<file path="src/rtl/instr_encoder.sv">
// Assembles symbolic MIPS instructions into 32-bit words and streams them into instruction memory.
// Optional feature: ENC_DELAY_SLOT_PAD_EN inserts a NOP word after every branch or jump.
module instr_encoder #(
  parameter int unsigned DEPTH  = 256,
  parameter int unsigned ADDR_W = 8
) (
  input  logic              i_clk,
  input  logic              i_rst,
  input  logic              i_start,
  input  logic [ADDR_W-1:0] i_base_addr,
  input  logic              i_in_valid,
  output logic              o_in_ready,
  input  logic              i_in_last,
  input  logic [4:0]        i_mnem,
  input  logic [4:0]        i_rs,
  input  logic [4:0]        i_rt,
  input  logic [4:0]        i_rd,
  input  logic [4:0]        i_shamt,
  input  logic [15:0]       i_imm,
  input  logic [25:0]       i_target,
  output logic              o_wr_en,
  output logic [ADDR_W-1:0] o_wr_addr,
  output logic [31:0]       o_wr_data,
  output logic              o_busy,
  output logic              o_done,
  output logic              o_overflow,
  output logic              o_err_illegal,
  output logic [ADDR_W:0]   o_word_count
);

  localparam logic [ADDR_W:0] LastAddr = (ADDR_W+1)'(DEPTH - 1);
  localparam logic [ADDR_W:0] DepthW   = (ADDR_W+1)'(DEPTH);

  typedef enum logic [1:0] {
    StIdle,
    StLoad,
`ifdef ENC_DELAY_SLOT_PAD_EN
    StPad,
`endif
    StFinish
  } state_e;

  state_e              r_state;
  logic [ADDR_W-1:0]   r_ptr;
  logic [ADDR_W:0]     r_word_count;
  logic                r_wr_en;
  logic [ADDR_W-1:0]   r_wr_addr;
  logic [31:0]         r_wr_data;
  logic                r_overflow;
  logic                r_err_illegal;

  logic                w_accept;
  logic                w_legal;
  logic [31:0]         w_word;
  logic                w_ptr_at_end;
  logic                w_ptr_oob;

  function automatic logic [31:0] rtype(input logic [4:0] rs, input logic [4:0] rt,
                                        input logic [4:0] rd, input logic [4:0] sh,
                                        input logic [5:0] funct);
    return {6'd0, rs, rt, rd, sh, funct};
  endfunction

  function automatic logic [31:0] itype(input logic [5:0] op, input logic [4:0] rs,
                                        input logic [4:0] rt, input logic [15:0] imm);
    return {op, rs, rt, imm};
  endfunction

  always_comb begin
    w_legal = 1'b1;
    w_word  = '0;
    case (i_mnem)
      5'd0:    w_word = rtype(i_rs, i_rt, i_rd, i_shamt, 6'd33);
      5'd1:    w_word = rtype(i_rs, i_rt, i_rd, i_shamt, 6'd35);
      5'd2:    w_word = rtype(i_rs, i_rt, i_rd, i_shamt, 6'd36);
      5'd3:    w_word = rtype(i_rs, i_rt, i_rd, i_shamt, 6'd37);
      5'd4:    w_word = rtype(i_rs, i_rt, i_rd, i_shamt, 6'd38);
      5'd5:    w_word = rtype(i_rs, i_rt, i_rd, i_shamt, 6'd43);
      5'd6:    w_word = rtype(5'd0, i_rt, i_rd, i_shamt, 6'd0);
      5'd7:    w_word = rtype(5'd0, i_rt, i_rd, i_shamt, 6'd2);
      5'd8:    w_word = rtype(i_rs, 5'd0, 5'd0, 5'd0, 6'd8);
      5'd9:    w_word = itype(6'd9, i_rs, i_rt, i_imm);
      5'd10:   w_word = itype(6'd12, i_rs, i_rt, i_imm);
      5'd11:   w_word = itype(6'd13, i_rs, i_rt, i_imm);
      5'd12:   w_word = itype(6'd11, i_rs, i_rt, i_imm);
      5'd13:   w_word = itype(6'd15, 5'd0, i_rt, i_imm);
      5'd14:   w_word = itype(6'd4, i_rs, i_rt, i_imm);
      5'd15:   w_word = itype(6'd5, i_rs, i_rt, i_imm);
      5'd16:   w_word = itype(6'd35, i_rs, i_rt, i_imm);
      5'd17:   w_word = itype(6'd43, i_rs, i_rt, i_imm);
      5'd18:   w_word = {6'd2, i_target};
      5'd19:   w_word = {6'd3, i_target};
      default: w_legal = 1'b0;
    endcase
  end

  assign o_in_ready   = (r_state == StLoad);
  assign w_accept     = i_in_valid & o_in_ready;
  assign w_ptr_at_end = ({1'b0, r_ptr} == LastAddr);
  assign w_ptr_oob    = ({1'b0, r_ptr} >= DepthW);

`ifdef ENC_DELAY_SLOT_PAD_EN
  logic w_branch;
  logic r_pad_last;
  assign w_branch = (i_mnem == 5'd8) | (i_mnem == 5'd14) | (i_mnem == 5'd15) |
                    (i_mnem == 5'd18) | (i_mnem == 5'd19);
`endif

  always_ff @(posedge i_clk) begin
    if (i_rst) begin
      r_state       <= StIdle;
      r_ptr         <= '0;
      r_word_count  <= '0;
      r_wr_en       <= 1'b0;
      r_wr_addr     <= '0;
      r_wr_data     <= '0;
      r_overflow    <= 1'b0;
      r_err_illegal <= 1'b0;
`ifdef ENC_DELAY_SLOT_PAD_EN
      r_pad_last    <= 1'b0;
`endif
    end else begin
      r_wr_en <= 1'b0;
      case (r_state)
        StIdle: begin
          if (i_start) begin
            r_ptr         <= i_base_addr;
            r_word_count  <= '0;
            r_overflow    <= 1'b0;
            r_err_illegal <= 1'b0;
            r_state       <= StLoad;
          end
        end
        StLoad: begin
          if (w_accept) begin
            if (!w_legal) begin
              r_err_illegal <= 1'b1;
              if (i_in_last) r_state <= StFinish;
            end else if (w_ptr_oob) begin
              r_overflow <= 1'b1;
              r_state    <= StFinish;
            end else begin
              r_wr_en      <= 1'b1;
              r_wr_addr    <= r_ptr;
              r_wr_data    <= w_word;
              r_word_count <= r_word_count + 1'b1;
              // Pointer saturates at the last word; the session ends there anyway.
              if (!w_ptr_at_end) r_ptr <= r_ptr + 1'b1;
`ifdef ENC_DELAY_SLOT_PAD_EN
              r_pad_last <= i_in_last;
              if (w_branch && !w_ptr_at_end) begin
                r_state <= StPad;
              end else if (w_ptr_at_end && (w_branch || !i_in_last)) begin
                r_overflow <= 1'b1;
                r_state    <= StFinish;
              end else if (i_in_last) begin
                r_state <= StFinish;
              end
`else
              if (w_ptr_at_end && !i_in_last) begin
                r_overflow <= 1'b1;
                r_state    <= StFinish;
              end else if (i_in_last) begin
                r_state <= StFinish;
              end
`endif
            end
          end
        end
`ifdef ENC_DELAY_SLOT_PAD_EN
        StPad: begin
          r_wr_en      <= 1'b1;
          r_wr_addr    <= r_ptr;
          r_wr_data    <= 32'h0000_0000;
          r_word_count <= r_word_count + 1'b1;
          if (!w_ptr_at_end) r_ptr <= r_ptr + 1'b1;
          if (w_ptr_at_end && !r_pad_last) begin
            r_overflow <= 1'b1;
            r_state    <= StFinish;
          end else if (r_pad_last) begin
            r_state <= StFinish;
          end else begin
            r_state <= StLoad;
          end
        end
`endif
        StFinish: r_state <= StIdle;
        default:  r_state <= StIdle;
      endcase
    end
  end

  assign o_wr_en       = r_wr_en;
  assign o_wr_addr     = r_wr_addr;
  assign o_wr_data     = r_wr_data;
  assign o_busy        = (r_state != StIdle);
  assign o_done        = (r_state == StFinish);
  assign o_overflow    = r_overflow;
  assign o_err_illegal = r_err_illegal;
  assign o_word_count  = r_word_count;

endmodule

</file>
<file path="config.mk">
export PLATFORM = sky130hd
export DESIGN_NAME = instr_encoder
export DESIGN_NICKNAME = d
export VERILOG_FILES = /design/src/rtl/instr_encoder.sv
export SDC_FILE = /design/constraint.sdc
export NUM_CORES = 1
export LEC_CHECK = 0
export BUFFER_PORTS_ARGS = -buffer_cell sky130_fd_sc_hd__buf_4
export CAP_MARGIN = 15
export CORE_MARGIN = 2
export CORE_UTILIZATION = 23
export CTS_BUF_LIST = sky130_fd_sc_hd__clkbuf_4 sky130_fd_sc_hd__clkbuf_8
export DETAILED_ROUTE_END_ITERATION = 16
export PLACE_DENSITY = 0.57
export SLEW_MARGIN = 20
export SYNTH_ARGS = -nofsm -noshare
export SYNTH_HDL_FRONTEND = slang
export SYNTH_SLANG_ARGS = --single-unit
</file>
<file path="constraint.sdc">
create_clock -name i_clk -period 2.7 [get_ports i_clk]
set_input_delay 0.135 -clock i_clk [delete_from_list [all_inputs] [get_ports i_clk]]
set_output_delay 0.135 -clock i_clk [all_outputs]
set_load 0.01 [all_outputs]
</file>
Word-level counts from Yosys, hierarchy flattened
Cells that the tools add are included.
- register bits after elaboration: 62
- bits of input ports: 80
- output and inout bits: 55
- add/subtract/negate cells: 2
- equal/unequal tests: 28
- muxes and demuxes: 26
- bitwise operators: 3
- reductions and logical operators: 14
- operators by type and width (cell ; count):
    $pmux W32 S20 ; 1
    $eq A5 B4 Y1 const B ; 8
    $mux W8 ; 4
    $mux W9 ; 3
    $eq A5 B3 Y1 const B ; 4
    $eq A5 B5 Y1 const B ; 4
    $reduce_or A20 Y1 ; 1
    $pmux W9 S2 ; 1
    $pmux W8 S2 ; 1
    $eq A5 B2 Y1 const B ; 2
    $mux W2 ; 5
    $reduce_and A5 Y1 ; 2
    $add A9 B1 Y9 const B ; 1
    $add A8 B1 Y8 const B ; 1
    $eq A8 B8 Y1 const B ; 1
    $mux W1 ; 8
    $reduce_and A4 Y1 ; 2
    $ne A2 B1 Y1 const B ; 3
    $ne A2 B2 Y1 const B ; 3
    $eq A5 B1 Y1 const B ; 1
    $logic_not A5 Y1 ; 1
    $pmux W1 S2 ; 2
    $pmux W2 S2 ; 1
    $reduce_bool A2 Y1 ; 2
    10 further kinds ; 11

Longest topological paths before layout
- word-level depth: 6
- mapped depth: 8
- gate-level depth less buffers: 6

Least setup slack after synthesis
Ideal clock, no wire load.
- path type: flip-flop to flip-flop
- start: reg r_state[0]
- end: reg r_ptr[5]
- data arrival time: 1545 ps
- data required time: 2568 ps
- slack: 1023 ps
- cell stages (with the launch flop): 7
- path buffers: 1
- clock period less this slack: 1677 ps
- cells stage by stage: dfxtp_1 -> buf_2 -> nand2b_1 -> a221o_1 -> a21o_1 -> a211oi_1 -> nor3_1
- word-level cells in the longest chain between the ends: 4
- ends and longest elaborated chain (item ; RTL line ; source):
    start, declared ; 43 ; state_e r_state;
    start signal, assigned ; 111 ; r_state <= StIdle;
    start signal, assigned ; 131 ; r_state <= StLoad;
    start signal, assigned ; 138 ; if (i_in_last) r_state <= StFinish;
    $eq A2 B1 Y1 ; 97, 124 ;
    $and A1 B1 Y1 ; 98 ; assign w_accept = i_in_valid & o_in_ready;
    $ne A2 B1 Y1 (no source line) ; -- ;
    $reduce_and A5 Y1 (no source line) ; -- ;
    end signal, assigned ; 127 ; r_ptr <= i_base_addr;
    end signal, assigned ; 148 ; if (!w_ptr_at_end) r_ptr <= r_ptr + 1'b1;
    end, declared ; 44 ; logic [ADDR_W-1:0] r_ptr;
Parallel ways exist; a longest one is shown, timed or not.
A chain may end at the register's enable or synchronous reset.

Worst setup path after layout
- start: reg r_state[0]
- end: reg r_wr_data[16], in the netlist o_wr_data[16]
- word-level cells in the longest chain between the ends: 3
- ends and longest elaborated chain (item ; RTL line ; source):
    $eq A2 B1 Y1 (*) ; 97, 124 ;
    $and A1 B1 Y1 ; 98 ;
    $reduce_and A3 Y1 (no source line) (*) ; -- ;
    end signal, assigned ; 145 ; r_wr_data <= w_word;
    end, declared ; 48 ; logic [31:0] r_wr_data;
Every way passes the cells marked *; elsewhere a longest branch is shown, timed or not.

==> run metrics <==
worst hold path cell count 3; CTS tree yes; sequential cell area fraction in the yosys report 41.7%; placed cell areas 4060 um^2; routability-driven placement congestion ratio 0.773; power share of the clock group 36.2%; sum of negative setup slack 0 ns; overall die area 13700 um^2; detailed-route wire length per cell 14.2 um; count of different cell masters after synthesis 48; Setup Buffers After CTS 0; hold violation count in the final report 0; net total in the final layout 563; dominant cells by area after synthesis dfxtp_1 (42%), nor2_1 (7.0%), a21oi_1 (5.0%), nand2_1 (4.5%), a221oi_1 (4.2%); count of max-cap constraint violations 0; final instance area 4250 um^2; wire length of the first global-routing pass 14.1 mm; part of the power in combinational logic 18.4%; number of H-tree levels 3; Post-synth top flop dfxtp_1; cell taking the most area after synthesis dfxtp_1; vias in the first global route 2822; post-DR vias/cell 4.66; Reg clk slew, reported paths 0.07 ns; worst rel slew slack 46.3%; clock root cell clkbuf_8; gr usage total 13.5%; Setup Viol. Count Final 0; total CTS buffers 9; Period Utilization, post-route 79.4%; residual DRC count 0; number of slew-limit violations in the final report 0; synthesized-area fraction occupied by and/or/nand/nor cells 23.4%; synth warn 0; post-synthesis instance area 2930 um^2; nature of the critical path endpoint flop; highest-count cells in the layout ignoring fill and taps buf_4 (140), dfxtp_1 (61), nor2_1 (55); number of standard cells after synthesis 359; post-detailed-route count of antenna-violating nets 0; kind of start point of the critical path flop; initial antenna violation count 0; number of fill cells 1341; Register-to-Register Path Depth 5; adder and majority gate portion of the synthesized area 0.854%; overflow left after global routing 0; die outline width 117 um; pin count of the biggest net entering global routing 56; area share of the leading cell type in the synthesized netlist 41.7%; Iteration-0 DRC Markers 192; crit-path max FO 19; outcome finished, final reports clean; half-perimeter wire length after detailed placement 6.84 mm; setup repair after global routing missed its margin false; Worst Tran Pin Value 0.803 ns; IO Port Bufs 133; Synth-to-Final Area Change 44.9%; hold crit path type in2reg; Clock Skews 0.00718 ns; post-synthesis share of cell area spent on xor and xnor gates 2.09%; Pleak 1.75 nW; Seq. cell area 1220 um^2; CTS Sinks 61; vias 3065; dominant combinational cell family by area after synthesis compound AO/OA/AOI/OAI gates; Post-synth EDFFs 0; vertical die dimension 117 um; Tmin final 2.14 ns; total nets after synthesis 441; Antenna diodes 0; fraction of registers with async set/reset 0%; cts repair resizes 0; peak clock frequency supported by timing 467 MHz; Max clock buf depth 2; mux contribution to synthesized area 0.384%; net switching power 0.000598 W; Boundary Pins 135; starting utilization of the core area 23.4%; standard-cell row count 41; compound-gate portion of the synthesized area 26.3%; Core Box Area 12500 um^2; switching power as a share of total power 27.7%; fraction of layout instances using a drive strength above 1 34.0%; hold bufs inserted after CTS 0; Yosys reg bits 61; internal power 0.00156 W; PwrDens 509 nW/um^2; Max VDD drop 0.000145 V; WL final 9.37 mm; leading cell type in the layout, fill and taps excluded buf_4; Skew-Pair Late Insertion Delay 0.35 ns; sequential share of power 45.4%; required time of the critical path 2.90 ns; Avg Synthesized Cell Area 8.17 um^2; area of the multi-input gates 1560 um^2; signal arrival time at the worst endpoint 2.34 ns; Setup Crit Path Kind reg2reg; count of TritonRoute iterations in the first routing pass 6
[worst paths after layout]
check,slack [ns],from,endpoint
max,0.56,r_state[0],o_wr_data[16]
min reg2reg,0.46,o_wr_addr[6],o_wr_addr[6]
max reg2reg,0.56,r_state[0],o_wr_data[16]
min,0.07,i_base_addr[1],r_ptr[1]
[Yosys cell counts, drive strengths merged, types with 2 or more instances]
library cell  number
dfxtp             61
nor2              55
nand2             35
a21oi             31
nor3              24
a211oi            16
a221oi            15
buf               15
clkbuf            14
o21ai             13
a222oi            11
nand2b             9
and3               6
nand3              5
nor2b              5
nor3b              4
xor2               4
a21o               3
inv                3
nand4              3
xnor2              3
a22oi              2
a311oi             2
ha                 2
o32ai              2
[kinds of logic (layout without fill, tap and decap cells)]
group                    after synthesis  in the layout
multiplexers                           1              1
AND/OR/NAND/NOR                      150            150
XOR/XNOR                               7              7
adder cells (fa/ha/maj)                2              2
AO/OA/AOI/OAI                        105            105
flip-flops                            61             61
buffers and inverters                 32            159
other                                  1              1
[routing by layer]
layer	global-route usage, %	share of wire [%]
met5	0	0
met1	16.7	44
met2	21.2	45
met3	3.66	9.0
met4	7.45	2.6
[per-stage QoR]
stage          instances  total power (W)  hold WS, ns  util (%)  setup slack [ns]
2_1_floorplan        359          0.00121        0.298         -              1.02
3_3_place_gp         642          0.00140        0.429      32.4             0.606
3_5_place_dp         642          0.00140        0.434      32.4             0.523
4_1_cts              658          0.00220       0.0422      33.9             0.538
5_1_grt              658          0.00228       0.0613      33.9             0.298
6_report             658          0.00216       0.0740      33.9             0.557
[registers in the layout, indices dropped and copies added, names as in the netlist]
register       cells
o_err_illegal      1
o_wr_data         31
o_word_count       9
r_state            2
o_wr_addr          8
r_ptr              8
o_wr_en            1
o_overflow         1
[layout make-up]
type	count	share of cell area, %
Clock buffer	15	4.27
Clock inverter	1	0.118
Inverter	3	0.265
Multi-Input combinational cell	266	36.8
Sequential cell	61	28.8
Tap cell	172	5.07
Timing Repair Buffer	140	24.7
[critical path, cell delays in order, from the launching register on]
cell	delay, ns
dfxtp_1	0.57
nand2b_1	0.14
inv_2	0.17
nand3_1	0.57
a221oi_1	0.43
nor3_1	0.10
[power groups by stage]
| stage | registers [W] | clock network (W) | logic [W] |
|---|---|---|---|
| after floorplan | 0.00100 | 0 | 0.000205 |
| after global placement | 0.00100 | 0 | 0.000395 |
| after detailed placement | 0.00100 | 0 | 0.000400 |
| after CTS | 0.000981 | 0.000821 | 0.000402 |
| after global routing | 0.000988 | 0.000855 | 0.000440 |
| final | 0.000982 | 0.000783 | 0.000399 |
(Power assumes the default switching activity.)
